$ cat config.mk
export PLATFORM = sky130hd
export DESIGN_NAME = uv_uart_autobaud
export DESIGN_NICKNAME = d
export VERILOG_FILES = /design/src/rtl/uv_uart_autobaud.sv
export SDC_FILE = /design/constraint.sdc
export NUM_CORES = 1
export LEC_CHECK = 0
export BUFFER_PORTS_ARGS = -buffer_cell sky130_fd_sc_hd__clkbuf_2
export CAP_MARGIN = 20
export CELL_PAD_IN_SITES_DETAIL_PLACEMENT = 1
export CELL_PAD_IN_SITES_GLOBAL_PLACEMENT = 2
export CORE_UTILIZATION = 43
export DETAILED_ROUTE_END_ITERATION = 16
export GPL_ROUTABILITY_DRIVEN = 0
export PLACE_DENSITY = 0.95
export REMOVE_ABC_BUFFERS = 1
export SKIP_LAST_GASP = 1
export SLEW_MARGIN = 20
export SYNTH_ARGS = -nofsm -noshare
export SYNTH_HDL_FRONTEND = slang
export SYNTH_SLANG_ARGS = --single-unit
$ cat constraint.sdc
create_clock -name clk -period 9.2 [get_ports clk]
set_input_delay 0.46 -clock clk [delete_from_list [all_inputs] [get_ports clk]]
set_output_delay 0.46 -clock clk [all_outputs]
set_load 0.01 [all_outputs]
$ cat src/rtl/uv_uart_autobaud.sv
// Automatic baud-rate detector: times a 0x55 character on the RX line and
// produces the bit period in clk cycles for the UART engines.
module uv_uart_autobaud #(
  parameter int unsigned CNT_W   = 16,
  parameter int unsigned TMO     = 65535,
  parameter int unsigned MIN_DIV = 4
) (
  input  logic             clk,
  input  logic             rst,
  input  logic             uart_rx,
  input  logic             start,
  input  logic             abort,
  output logic             busy,
  output logic             done,
  output logic             err,
  output logic [1:0]       err_cause,
  output logic [CNT_W-1:0] clk_div,
  output logic             div_vld
);

  localparam int unsigned TOT_W = CNT_W + 3;
  localparam int unsigned DIV_W = CNT_W + 4;
  localparam int unsigned SEG_W = $clog2(TMO + 1);
  localparam int unsigned CMP_W = ((CNT_W > SEG_W) ? CNT_W : SEG_W) + 1;

  localparam logic [TOT_W:0]   TOT_ONE = (TOT_W + 1)'(1);
  localparam logic [SEG_W-1:0] SEG_ONE = SEG_W'(1);
  localparam logic [SEG_W-1:0] TMO_V   = SEG_W'(TMO);
  localparam logic [DIV_W-1:0] DIV_LIM = {4'b0001, {CNT_W{1'b0}}};
  localparam logic [DIV_W-1:0] MIN_V   = DIV_W'(MIN_DIV);

  localparam logic [1:0] CAUSE_NONE  = 2'd0;
  localparam logic [1:0] CAUSE_TMO   = 2'd1;
  localparam logic [1:0] CAUSE_RANGE = 2'd2;
  localparam logic [1:0] CAUSE_FRAME = 2'd3;

  typedef enum logic [1:0] {
    ST_IDLE,
    ST_HUNT,
    ST_MEAS,
    ST_STOP
  } state_t;

  state_t state_q, state_d;

  logic             sync1_q, sync2_q, dly_q;
  logic [TOT_W-1:0] total_q, total_d;
  logic [SEG_W-1:0] seg_q, seg_d;
  logic [2:0]       fcnt_q, fcnt_d;
  logic [CNT_W-1:0] div_q, div_d;
  logic             done_q, done_d;
  logic             err_q, err_d;
  logic [1:0]       cause_q, cause_d;
  logic [CNT_W-1:0] clk_div_q, clk_div_d;
  logic             vld_q, vld_d;

  logic             edge_any, fall, rise;
  logic [TOT_W:0]   total_inc;
  logic             tot_ovf;
  logic [SEG_W-1:0] seg_inc;
  logic             seg_tmo;
  logic [DIV_W-1:0] div_calc;
  logic             div_bad;
  logic [CMP_W-1:0] seg_x, half_x, hi_x;
  logic             frame_bad;

  // Both edge polarities pass through the same three flops, so edge spacing
  // seen here equals spacing on the pin.
  assign edge_any = sync2_q ^ dly_q;
  assign fall     = dly_q & ~sync2_q;
  assign rise     = sync2_q & ~dly_q;

  assign total_inc = {1'b0, total_q} + TOT_ONE;
  assign tot_ovf   = total_inc[TOT_W];
  assign seg_inc   = seg_q + SEG_ONE;
  assign seg_tmo   = (seg_inc == TMO_V);

  // total_inc is t(F5)-t(F1) on the F5 cycle; divide by 8 with round-half-up.
  assign div_calc = (DIV_W'(total_inc[TOT_W-1:0]) + DIV_W'(4)) >> 3;
  assign div_bad  = (div_calc >= DIV_LIM) || (div_calc < MIN_V);

  assign seg_x     = CMP_W'(seg_inc);
  assign half_x    = CMP_W'(div_q >> 1);
  assign hi_x      = CMP_W'(div_q) + half_x;
  assign frame_bad = (seg_x < half_x) || (seg_x > hi_x);

  always_comb begin
    state_d   = state_q;
    total_d   = total_q;
    seg_d     = seg_q;
    fcnt_d    = fcnt_q;
    div_d     = div_q;
    done_d    = 1'b0;
    err_d     = 1'b0;
    cause_d   = cause_q;
    clk_div_d = clk_div_q;
    vld_d     = vld_q;

    if (abort) begin
      state_d = ST_IDLE;
    end else begin
      case (state_q)
        ST_IDLE: begin
          if (start) begin
            vld_d   = 1'b0;
            cause_d = CAUSE_NONE;
            state_d = ST_HUNT;
          end
        end
        ST_HUNT: begin
          if (fall) begin
            total_d = '0;
            seg_d   = '0;
            fcnt_d  = 3'd1;
            state_d = ST_MEAS;
          end
        end
        ST_MEAS: begin
          total_d = total_inc[TOT_W-1:0];
          seg_d   = edge_any ? '0 : seg_inc;
          if (fall) begin
            fcnt_d = fcnt_q + 3'd1;
          end
          if (seg_tmo) begin
            err_d   = 1'b1;
            cause_d = CAUSE_TMO;
            state_d = ST_IDLE;
          end else if (tot_ovf) begin
            err_d   = 1'b1;
            cause_d = CAUSE_RANGE;
            state_d = ST_IDLE;
          end else if (fall && (fcnt_q == 3'd4)) begin
            if (div_bad) begin
              err_d   = 1'b1;
              cause_d = CAUSE_RANGE;
              state_d = ST_IDLE;
            end else begin
              div_d   = div_calc[CNT_W-1:0];
              state_d = ST_STOP;
            end
          end
        end
        ST_STOP: begin
          seg_d = seg_inc;
          if (seg_tmo) begin
            err_d   = 1'b1;
            cause_d = CAUSE_TMO;
            state_d = ST_IDLE;
          end else if (rise) begin
            if (frame_bad) begin
              err_d   = 1'b1;
              cause_d = CAUSE_FRAME;
            end else begin
              done_d    = 1'b1;
              clk_div_d = div_q;
              vld_d     = 1'b1;
            end
            state_d = ST_IDLE;
          end
        end
        default: state_d = ST_IDLE;
      endcase
    end
  end

  always_ff @(posedge clk or posedge rst) begin
    if (rst) begin
      sync1_q   <= 1'b1;
      sync2_q   <= 1'b1;
      dly_q     <= 1'b1;
      state_q   <= ST_IDLE;
      total_q   <= '0;
      seg_q     <= '0;
      fcnt_q    <= '0;
      div_q     <= '0;
      done_q    <= 1'b0;
      err_q     <= 1'b0;
      cause_q   <= CAUSE_NONE;
      clk_div_q <= '0;
      vld_q     <= 1'b0;
    end else begin
      sync1_q   <= uart_rx;
      sync2_q   <= sync1_q;
      dly_q     <= sync2_q;
      state_q   <= state_d;
      total_q   <= total_d;
      seg_q     <= seg_d;
      fcnt_q    <= fcnt_d;
      div_q     <= div_d;
      done_q    <= done_d;
      err_q     <= err_d;
      cause_q   <= cause_d;
      clk_div_q <= clk_div_d;
      vld_q     <= vld_d;
    end
  end

  assign busy      = (state_q != ST_IDLE);
  assign done      = done_q;
  assign err       = err_q;
  assign err_cause = cause_q;
  assign clk_div   = clk_div_q;
  assign div_vld   = vld_q;

endmodule

==> results list, run 1 <==
- RSZ-0062 raised after global routing: no
- Drt drc: 0
* Number of global-route vias before repair: 5306
- EDFF count, synth: 0
- The run finished with clean final reports.
- Insertion delay of the later-clocked pin in the worst-skew pair: 0.35 ns
- The worst setup path is captured at a register.
* Seq pwr share: 39.1%
- For this run, the number of Yosys warnings is 0.
* Clock input transition at the sequential cells of the worst setup and hold paths: 0.06 ns
- Cell depth of the worst min-delay path: 1
- Among all flip-flop cells after synthesis, the most frequent one is dfrtp_1.
- CTS placed an instance of clkbuf_16 at the clock tree root.
- Cells fill 48.1% of the core in the end.
- Number of I/O pins: 27
- On the critical path, the stage with the largest delay is an instance of and3_1.
- Final total power: 1.02 mW
- Drt total wl: 16200 um
- For hold timing, the worst endpoint is sync1_q$_DFF_PP1_.
* Flip-flop and latch count after synthesis: 80
- Seq/Total Area, Yosys: 32.8%
- The worst hold path begins at uart_rx.
- The tool flagged a number of max-cap violations equal to 0.
* Worst vdd ir: 0.000112 V
* Routed length per placed instance: 18.5 um
* Internal cell power: 0.709 mW
- For this run, the detailed router's first-pass iteration total came to 4.
* First-pass GRT wire length: 27100 um
- The final max-slew violation count was 0.
- At the pin with the least slew margin, the transition time is 0.888 ns.
- The synthesized netlist devotes 12.4% of its cell area to adder and majority cells.
* Starting density of the core: 44.1%
- The number of cells on the worst reg-to-reg path is 20.
- The number of gates resized after CTS was 0.
- TritonCTS created 9 clock buffers.
- In this run the post-CTS setup repair buffer count came out at 0.
- Horizontal die dimension: 121 um
* Share of total power consumed by net switching: 30.5%
- Post-detailed-placement half-perimeter wirelength: 12100 um
* Clock tree from TritonCTS: done
- CORE AREA: 13900 um^2
* Commonest non-fill, non-tap cell in the layout: dfrtp_1
- Gate count after technology mapping: 685
- Static leakage power: 3.02 nW
* Die area: 14700 um^2
* Main combinational cell family by area after synthesis: simple AND/OR/NAND/NOR gates
- The library cells used most frequently in the layout, excluding fill and tap cells, are dfrtp_1 (77), nand2_1 (63), ha_1 (59), o21ai_0 (55), inv_1 (43).
* CP top delay family: simple AND/OR/NAND/NOR gates
* Number of nets still failing antenna checks after routing: 0
- In this run the number of H-tree levels came out at 3.
* Syn-to-layout area delta: 9.02%
* Layout cells sized above 1: 12.8%
* Fraction of the cycle the final worst path needs: 60.2%
- Largest net degree at the start of global routing: 81
* Buffers plus inverters on the worst setup path: 0
- Of the post-synthesis cell area, the part taken by muxes is 6.28%.
- Global routing finished with a remaining overflow of 0.
- STA classifies the critical path startpoint as a register.
- Hold buffer count at cts: 0
- In this run the vertical extent of the chip is 121 um.
- At the worst endpoint, the arrival time is 5.77 ns.
- For the finished layout, the period the worst path requires is 5.54 ns.
- Type of the worst min-delay path: in -> reg
- Across the routed clock network, the largest skew measured is 0.00783 ns.
- Worst slew margin: 40.8%
- Net switching component of the power: 0.311 mW
* Power density over cell area: 153 nW/um^2
- On the worst path, the slowest cell contributes a delay of 0.70 ns.
- The synthesized netlist devotes 8.16% of its cell area to XOR and XNOR gates.
* Via count: 5060
- For this run, asynchronously set or reset flops after synthesis account for 100%.
- In the final design database the tool counted 757 nets.
- Worst path required time: 9.43 ns
- Number of setup violations in the final report: 0
- RR Startpoint: div_q[1]$_DFFE_PP0P_
- Count of input and output buffers: 26
- Cell chain of the critical path: ha_1 > fa_1 > a21oi_1 > o211ai_1 > o211ai_1 > a21boi_0 > o21ai_0 > nand2b_1 > a21oi_1 > xor2_1 > ha_1 > nand4_1 > or3_1 > nor3_1 > a2111oi_0 > o21ai_0 > o32a_1 > and3_1 > and3_1 > mux2_2
- The critical path is of the reg -> reg type.
* Total count of hold-check failures in the final report: 0
- The number of antenna diodes in the final layout is 0.
* Buffers from clock root to sink, at most: 2
- Num Clock Sinks: 80
- Share of power burned in combinational logic: 19.2%
- Routed via count divided by cell count: 5.77
- Total negative slack for setup checks: 0 ns
* R2R setup slack: 3.66 ns
* Total global routing track utilization: 23.7%
* 1st-iter DRT viols: 208
- In this run the core area contains 43 standard-cell rows.
- Mean cell area of the mapped netlist: 8.93 um^2
- Based on the critical path, the design can be clocked at up to 180 MHz.
- The clock network is responsible for 41.8% of the overall power.
- Basic-gate share of the synthesized area counting and, or, nand and nor cells: 18.8%
- R2R Path End: clk_div[4]$_DFFE_PP0P_
- After synthesis the cells add up to 6120 um^2.
* Count of cell types in the netlist: 67
* Complex-gate fraction of the synthesized area: 16.2%
- Of all nets on the critical path, the largest fanout is 17.
- The number of antenna violations at the first check in global routing came to 0.
## worst register-to-register path, cell delays in order (launching register included)
cell and delay, ns:
dfrtp_1 0.45, ha_1 0.25, fa_1 0.40, a21oi_1 0.21, o211ai_1 0.18, o211ai_1 0.24, a21boi_0 0.14, o21ai_0 0.25
nand2b_1 0.09, a21oi_1 0.19, xor2_1 0.09, ha_1 0.30, nand4_1 0.15, or3_1 0.45, nor3_1 0.25, a2111oi_0 0.11
o21ai_0 0.11, o32a_1 0.22, and3_1 0.23, and3_1 0.70, mux2_2 0.42
## flip-flops by register name, summed over array words and instances, names as in the netlist
signal     flops
sync2_q        1
err            1
sync1_q        1
fcnt_q         3
err_cause      2
done           1
clk_div       16
seg_q         16
total_q       19
div_q         16
div_vld        1
state_q        2
dly_q          1
## through the flow
step	setup slack, ns	hold slack [ns]	cells	area [um^2]
detailed placement	3.82	0.349	861	6320
global route	3.29	0.176	877	6670
finish	3.66	0.193	877	6670
floorplan	4.63	0.345	654	5960
CTS	3.66	0.179	877	6670
global placement	4.16	0.348	861	6320
## layer usage
metal | vias to the layer above | share of wire [%] | global-route usage [%]
li1 | 2473 | - | -
met1 | 2517 | 45 | 28.5
met2 | 49 | 52 | 42.3
met3 | 21 | 1.8 | 4.18
met4 | 0 | 1.7 | 7.56
met5 | - | 0 | 0
## logic make-up after synthesis
family	Yosys count
xor gates and xnor gates	57
adders and majority gates	60
buffers and inverters	76
AOI/OAI and AO/OA	153
and+or+nand+nor	224
DFF	80
muxes	35
## worst max-delay path by stage
stage                                     from                       to  slack (ns)  depth (start not counted)
after global placement    div_q[1]$_DFFE_PP0P_   clk_div[0]$_DFFE_PP0P_        4.16                         20
after floorplan           div_q[1]$_DFFE_PP0P_   clk_div[0]$_DFFE_PP0P_        4.63                         20
after global routing      div_q[1]$_DFFE_PP0P_   clk_div[4]$_DFFE_PP0P_        3.29                         20
final                     div_q[1]$_DFFE_PP0P_   clk_div[4]$_DFFE_PP0P_        3.66                         20
after CTS                 div_q[1]$_DFFE_PP0P_  clk_div[12]$_DFFE_PP0P_        3.66                         20
after detailed placement  div_q[1]$_DFFE_PP0P_  clk_div[12]$_DFFE_PP0P_        3.82                         20
## power by group through the flow
stage          clock, mW  sequential (mW)  combinational [mW]
6_report           0.426            0.399               0.196
4_1_cts            0.436            0.399               0.199
5_1_grt            0.451            0.403               0.220
2_1_floorplan          0            0.399               0.130
3_3_place_gp           0            0.402               0.186
3_5_place_dp           0            0.405               0.197
## layout make-up
cell class / instances / area, um^2
Fill cell: 1630 / 7210
Multi-Input combinational cell: 529 / 3780
Sequential cell: 80 / 2010
Clock buffer: 11 / 243
Tap cell: 180 / 225
Inverter: 45 / 170
Timing Repair Buffer: 27 / 141
Clock inverter: 5 / 104
## synth_stat cells (3+ instances only)
| master | count | area share, % |
|---|---|---|
| xnor2_1 | 38 | 5.4 |
| inv_1 | 44 | 2.7 |
| clkbuf_1 | 17 | 1.0 |
| nor2b_1 | 6 | 0.61 |
| a211oi_1 | 5 | 0.61 |
| o21ai_0 | 55 | 4.5 |
| and3_1 | 8 | 0.82 |
| or2_2 | 3 | 0.31 |
| nand2_1 | 63 | 3.9 |
| xor2_1 | 19 | 2.7 |
| o22ai_1 | 3 | 0.31 |
| and4_1 | 4 | 0.57 |
| mux2i_1 | 11 | 1.8 |
| o31ai_1 | 7 | 0.86 |
| dfrtp_1 | 77 | 31 |
| nand3_1 | 23 | 1.9 |
| dfstp_2 | 3 | 1.3 |
| buf_2 | 6 | 0.49 |
| buf_4 | 4 | 0.49 |
| a21oi_1 | 28 | 2.3 |
| or4_1 | 3 | 0.37 |
| and2_1 | 4 | 0.41 |
| nand3b_1 | 3 | 0.37 |
| or3_1 | 7 | 0.72 |
| nor3_1 | 15 | 1.2 |
| nor2_1 | 37 | 2.3 |
| nand4_1 | 19 | 1.9 |
| a21o_1 | 9 | 1.1 |
| a21boi_0 | 4 | 0.49 |
| o211ai_1 | 4 | 0.49 |
| nand2b_1 | 10 | 1.0 |
| ha_1 | 59 | 12 |
| nor4_1 | 9 | 0.92 |
| mux2_2 | 23 | 4.2 |
| a22o_1 | 11 | 1.6 |
Note: power is estimated with default switching activity, not from simulation.
==> inputs of run 2 (changes only) <==
--- a/config.mk
+++ b/config.mk
@@ -9,10 +9,10 @@
 export CAP_MARGIN = 20
 export CELL_PAD_IN_SITES_DETAIL_PLACEMENT = 1
 export CELL_PAD_IN_SITES_GLOBAL_PLACEMENT = 2
-export CORE_UTILIZATION = 43
+export CORE_UTILIZATION = 36
 export DETAILED_ROUTE_END_ITERATION = 16
 export GPL_ROUTABILITY_DRIVEN = 0
-export PLACE_DENSITY = 0.95
+export PLACE_DENSITY = 0.88
 export REMOVE_ABC_BUFFERS = 1
 export SKIP_LAST_GASP = 1
 export SLEW_MARGIN = 20
==> constraint.sdc (replaced) <==
create_clock -name clk -period 4.9 [get_ports clk]
set_input_delay 0.245 -clock clk [delete_from_list [all_inputs] [get_ports clk]]
set_output_delay 0.245 -clock clk [all_outputs]
set_load 0.01 [all_outputs]
==> run 2 against run 1 <==
Net effect:
- final cell count increased by 5.9%
- routed wire length increased by 3.2%
- combinational power increased by 100%
- clock skew about the same
- via count increased by 1.4%
- critical path type unchanged
- largest power group is now registers
- highest routed layer unchanged
==> results list, run 2 (synthesis results as in run 1) <==
* Max Fanout on Critical Path: 17 (unchanged)
* RSZ-0062 raised after global routing: yes
- The critical path goes through ha_1 > fa_2 > a21oi_2 > o211ai_1 > o211ai_1 > a21boi_1 > o21ai_1 > nand2b_1 > a21oi_2 > xor2_1 > ha_1 > nand4_1 > or3_4 > nor3_2 > a2111oi_1 > o21ai_0 > o32a_1 > and3_4 > and3_1 > buf_12 > mux2_2.
- The cell count after placement came to 906 (+5.2%).
* Insertion delay of the later-clocked pin in the worst-skew pair: 0.35 ns (about the same)
* CP peak stage delay: 0.45 ns (-0.25 ns)
* Power density over cell area: 261 nW/um^2 (+70%)
* Commonest non-fill, non-tap cell in the layout: dfrtp_1
- Clock input transition at the sequential cells of the worst setup and hold paths: 0.07 ns (about the same)
* Max reg flops: 19 (unchanged)
- Critical Path AT: 4.97 ns (-0.80 ns)
* Clock period minus final worst setup slack: 4.74 ns (-0.801 ns)
* Max cap viols: 0 (unchanged)
* Largest net degree at the start of global routing: 54 (-33%)
- The global-route usage over all layers came to 20.2% (-3.4 points).
- The remaining antenna violation count after routing is 0 (unchanged).
* Critical path launch point type: register
- In the layout the commonest cells are dfrtp_1 (75), nand2_1 (63), ha_1 (59), o21ai_0 (53), inv_1 (43).
- The number of buffer cells added on primary ports was 26 (unchanged).
- The average via count per standard cell was 5.52 (-4.3%).
- The maximum clock frequency came to 211 MHz (+17%).
* Source of the worst hold timing path: abort
- Worst slew margin: 42.7% (+1.9 points)
* Static leakage power: 3.04 nW (+0.74%)
- Total negative slack for setup checks: 0 ns (unchanged)
- Number of global-route vias before repair: 5495 (+3.6%)
- Worst Tran Pin Value: 0.859 ns (-0.0286 ns)
- Number of I/O pins: 27 (unchanged)
- TritonCTS built the clock tree.
- Horizontal die dimension: 132 um (+9.1%)
* Number of placement rows: 47 (+9.3%)
* CORE AREA: 16600 um^2 (+19%)
- Non-filler instance count after layout: 929 (+5.9%)
* Kind of end point of the critical path: register
- The maximum level of the CTS H-tree is 3 (unchanged).
- Clock tree synthesis selected as its root buffer the cell clkbuf_16.
* Die Y-Extent: 132 um (+9.1%)
- The fraction of final layout cells sized beyond drive strength 1 was 15.8% (+3.0 points).
- Num Clock Sinks: 80 (unchanged)
- The die area was 17500 um^2 (+19%).
- Syn-to-layout area delta: 11.3%
- The final routed DRC violation total was 0 (unchanged).
- The worst-case clock skew came to 0.00798 ns (+0.000144 ns).
- Number of filler instances in the final layout: 1982 (+22%)
- The starting density of the core is 36.9% (-7.2 points).
- RR Startpoint: div_q[1]$_DFFE_PP0P_
* Total count of hold-check failures in the final report: 0 (unchanged)
- Antenna violations before repair: 0 (unchanged)
- The number of nets in the layout was 769 (+1.6%).
* First-pass DRT Iterations: 4 (unchanged)
* Crit Path Class: reg -> reg
- The final max-slew violation count came to 0 (unchanged).
- Buffers from clock root to sink, at most: 2 (unchanged)
- Antenna cell count: 0 (unchanged)
- The post-DP HPWL was 12600 um (+4.6%).
* Register containing the most flip-flops in the final layout: total_q
- For this design, the slowest cell found on the critical path is dfrtp_2.
- Global-route congestion overflow total: 0 (unchanged)
- First-pass GRT wire length: 28300 um (+4.5%)
- Drt total wl: 16700 um (+3.2%)
* Type of the worst min-delay path: in -> reg
- The starting DRC count in detailed routing came to 180 (-13%).
- In this run the worst setup path begins at div_q[1]$_DFFE_PP0P_.
- Final total power: 1.78 mW (+74%)
* Tightest hold margin: 0.180 ns (-0.0129 ns)
- The final count of negative-setup-slack endpoints was 0 (unchanged).
* Via count: 5131 (+1.4%)
* Worst path required time: 5.13 ns (-4.30 ns)
* Fin util: 41.1% (-7.0 points)
- The routed length per instance was 18.0 um (-2.6%).
* Worst vdd ir: 0.000180 V (+62%)
* Outcome: completed
- The number of buffers created by CTS is 9 (unchanged).
- Fraction of the cycle the final worst path needs: 96.8% (+37 points)
run 2: cell types whose count changed in the layout (fill, tap and decap cells not counted), sizes merged:
cell         change
bufinv           -3
inv              +2
dlygate4sd3      +2
clkbuf           -1
buf             +10
clkinvlp         +2
run 2: worst paths after layout:
kind,end,slack (ns),depth (start not counted)
min in group asynchronous,total_q[5]$_DFFE_PP0P_,0.46,3
max in group asynchronous,div_q[1]$_DFFE_PP0P_,3.33,4
worst min register to register,sync2_q$_DFF_PP1_,0.36,0
worst min-delay path,state_q[1]$_DFFE_PP0P_,0.18,2
worst max-delay path,clk_div[1]$_DFFE_PP0P_,0.16,21
worst max register to register,clk_div[1]$_DFFE_PP0P_,0.16,21
run 2: final cells by class:
cell class,instances,area [um^2],share of cell area [%]
sequential,80,2010,29.5
multi-input combinational,529,3840,56.4
tap,220,275,4.04
clock buffer,10,229,3.36
clock inverter,6,42.5,0.625
inverter,45,170,2.50
timing repair buffer,39,245,3.60
run 2: per-stage QoR:
stage | setup WS [ns] | instance area (um^2)
2_1_floorplan | 0.333 | 5960
3_3_place_gp | 0.200 | 6420
3_5_place_dp | -0.0579 | 6420
4_1_cts | 0.0155 | 6720
5_1_grt | -0.0986 | 6810
6_report | 0.158 | 6810
run 2: timing repair:
action                                 4_1_cts  5_1_grt
setup buffers                                0        5
gates resized for setup                      3       16
hold buffers                                 2        0
endpoints found under the hold margin       25        0
pin swaps                                    0        5
setup endpoints to repair                   18       20
run 2: critical path, delay by kind of cell, from the launching register on:
kind	cells	cell delay [ns]
AO/OA/AOI/OAI	9	1.43
XOR/XNOR	1	0.09
adder cells (fa/ha/maj)	3	0.91
buffers and inverters	1	0.17
flip-flops	1	0.45
multiplexers	1	0.35
AND/OR/NAND/NOR	6	1.25
run 2: report_power, final:
group          internal (mW)  switching [mW]  total [mW]
sequential             0.696          0.0436       0.740
combinational          0.132           0.264       0.396
clock                  0.345           0.295       0.641
run 2: layer usage:
metal | track usage, % | wire length [um] | up-vias
met2 | 36.8 | 8710 | 44
met1 | 24.5 | 7430 | 2575
met3 | 3.46 | 324 | 17
met5 | 0 | 0 | -
li1 | - | - | 2495
met4 | 5.11 | 238 | 0
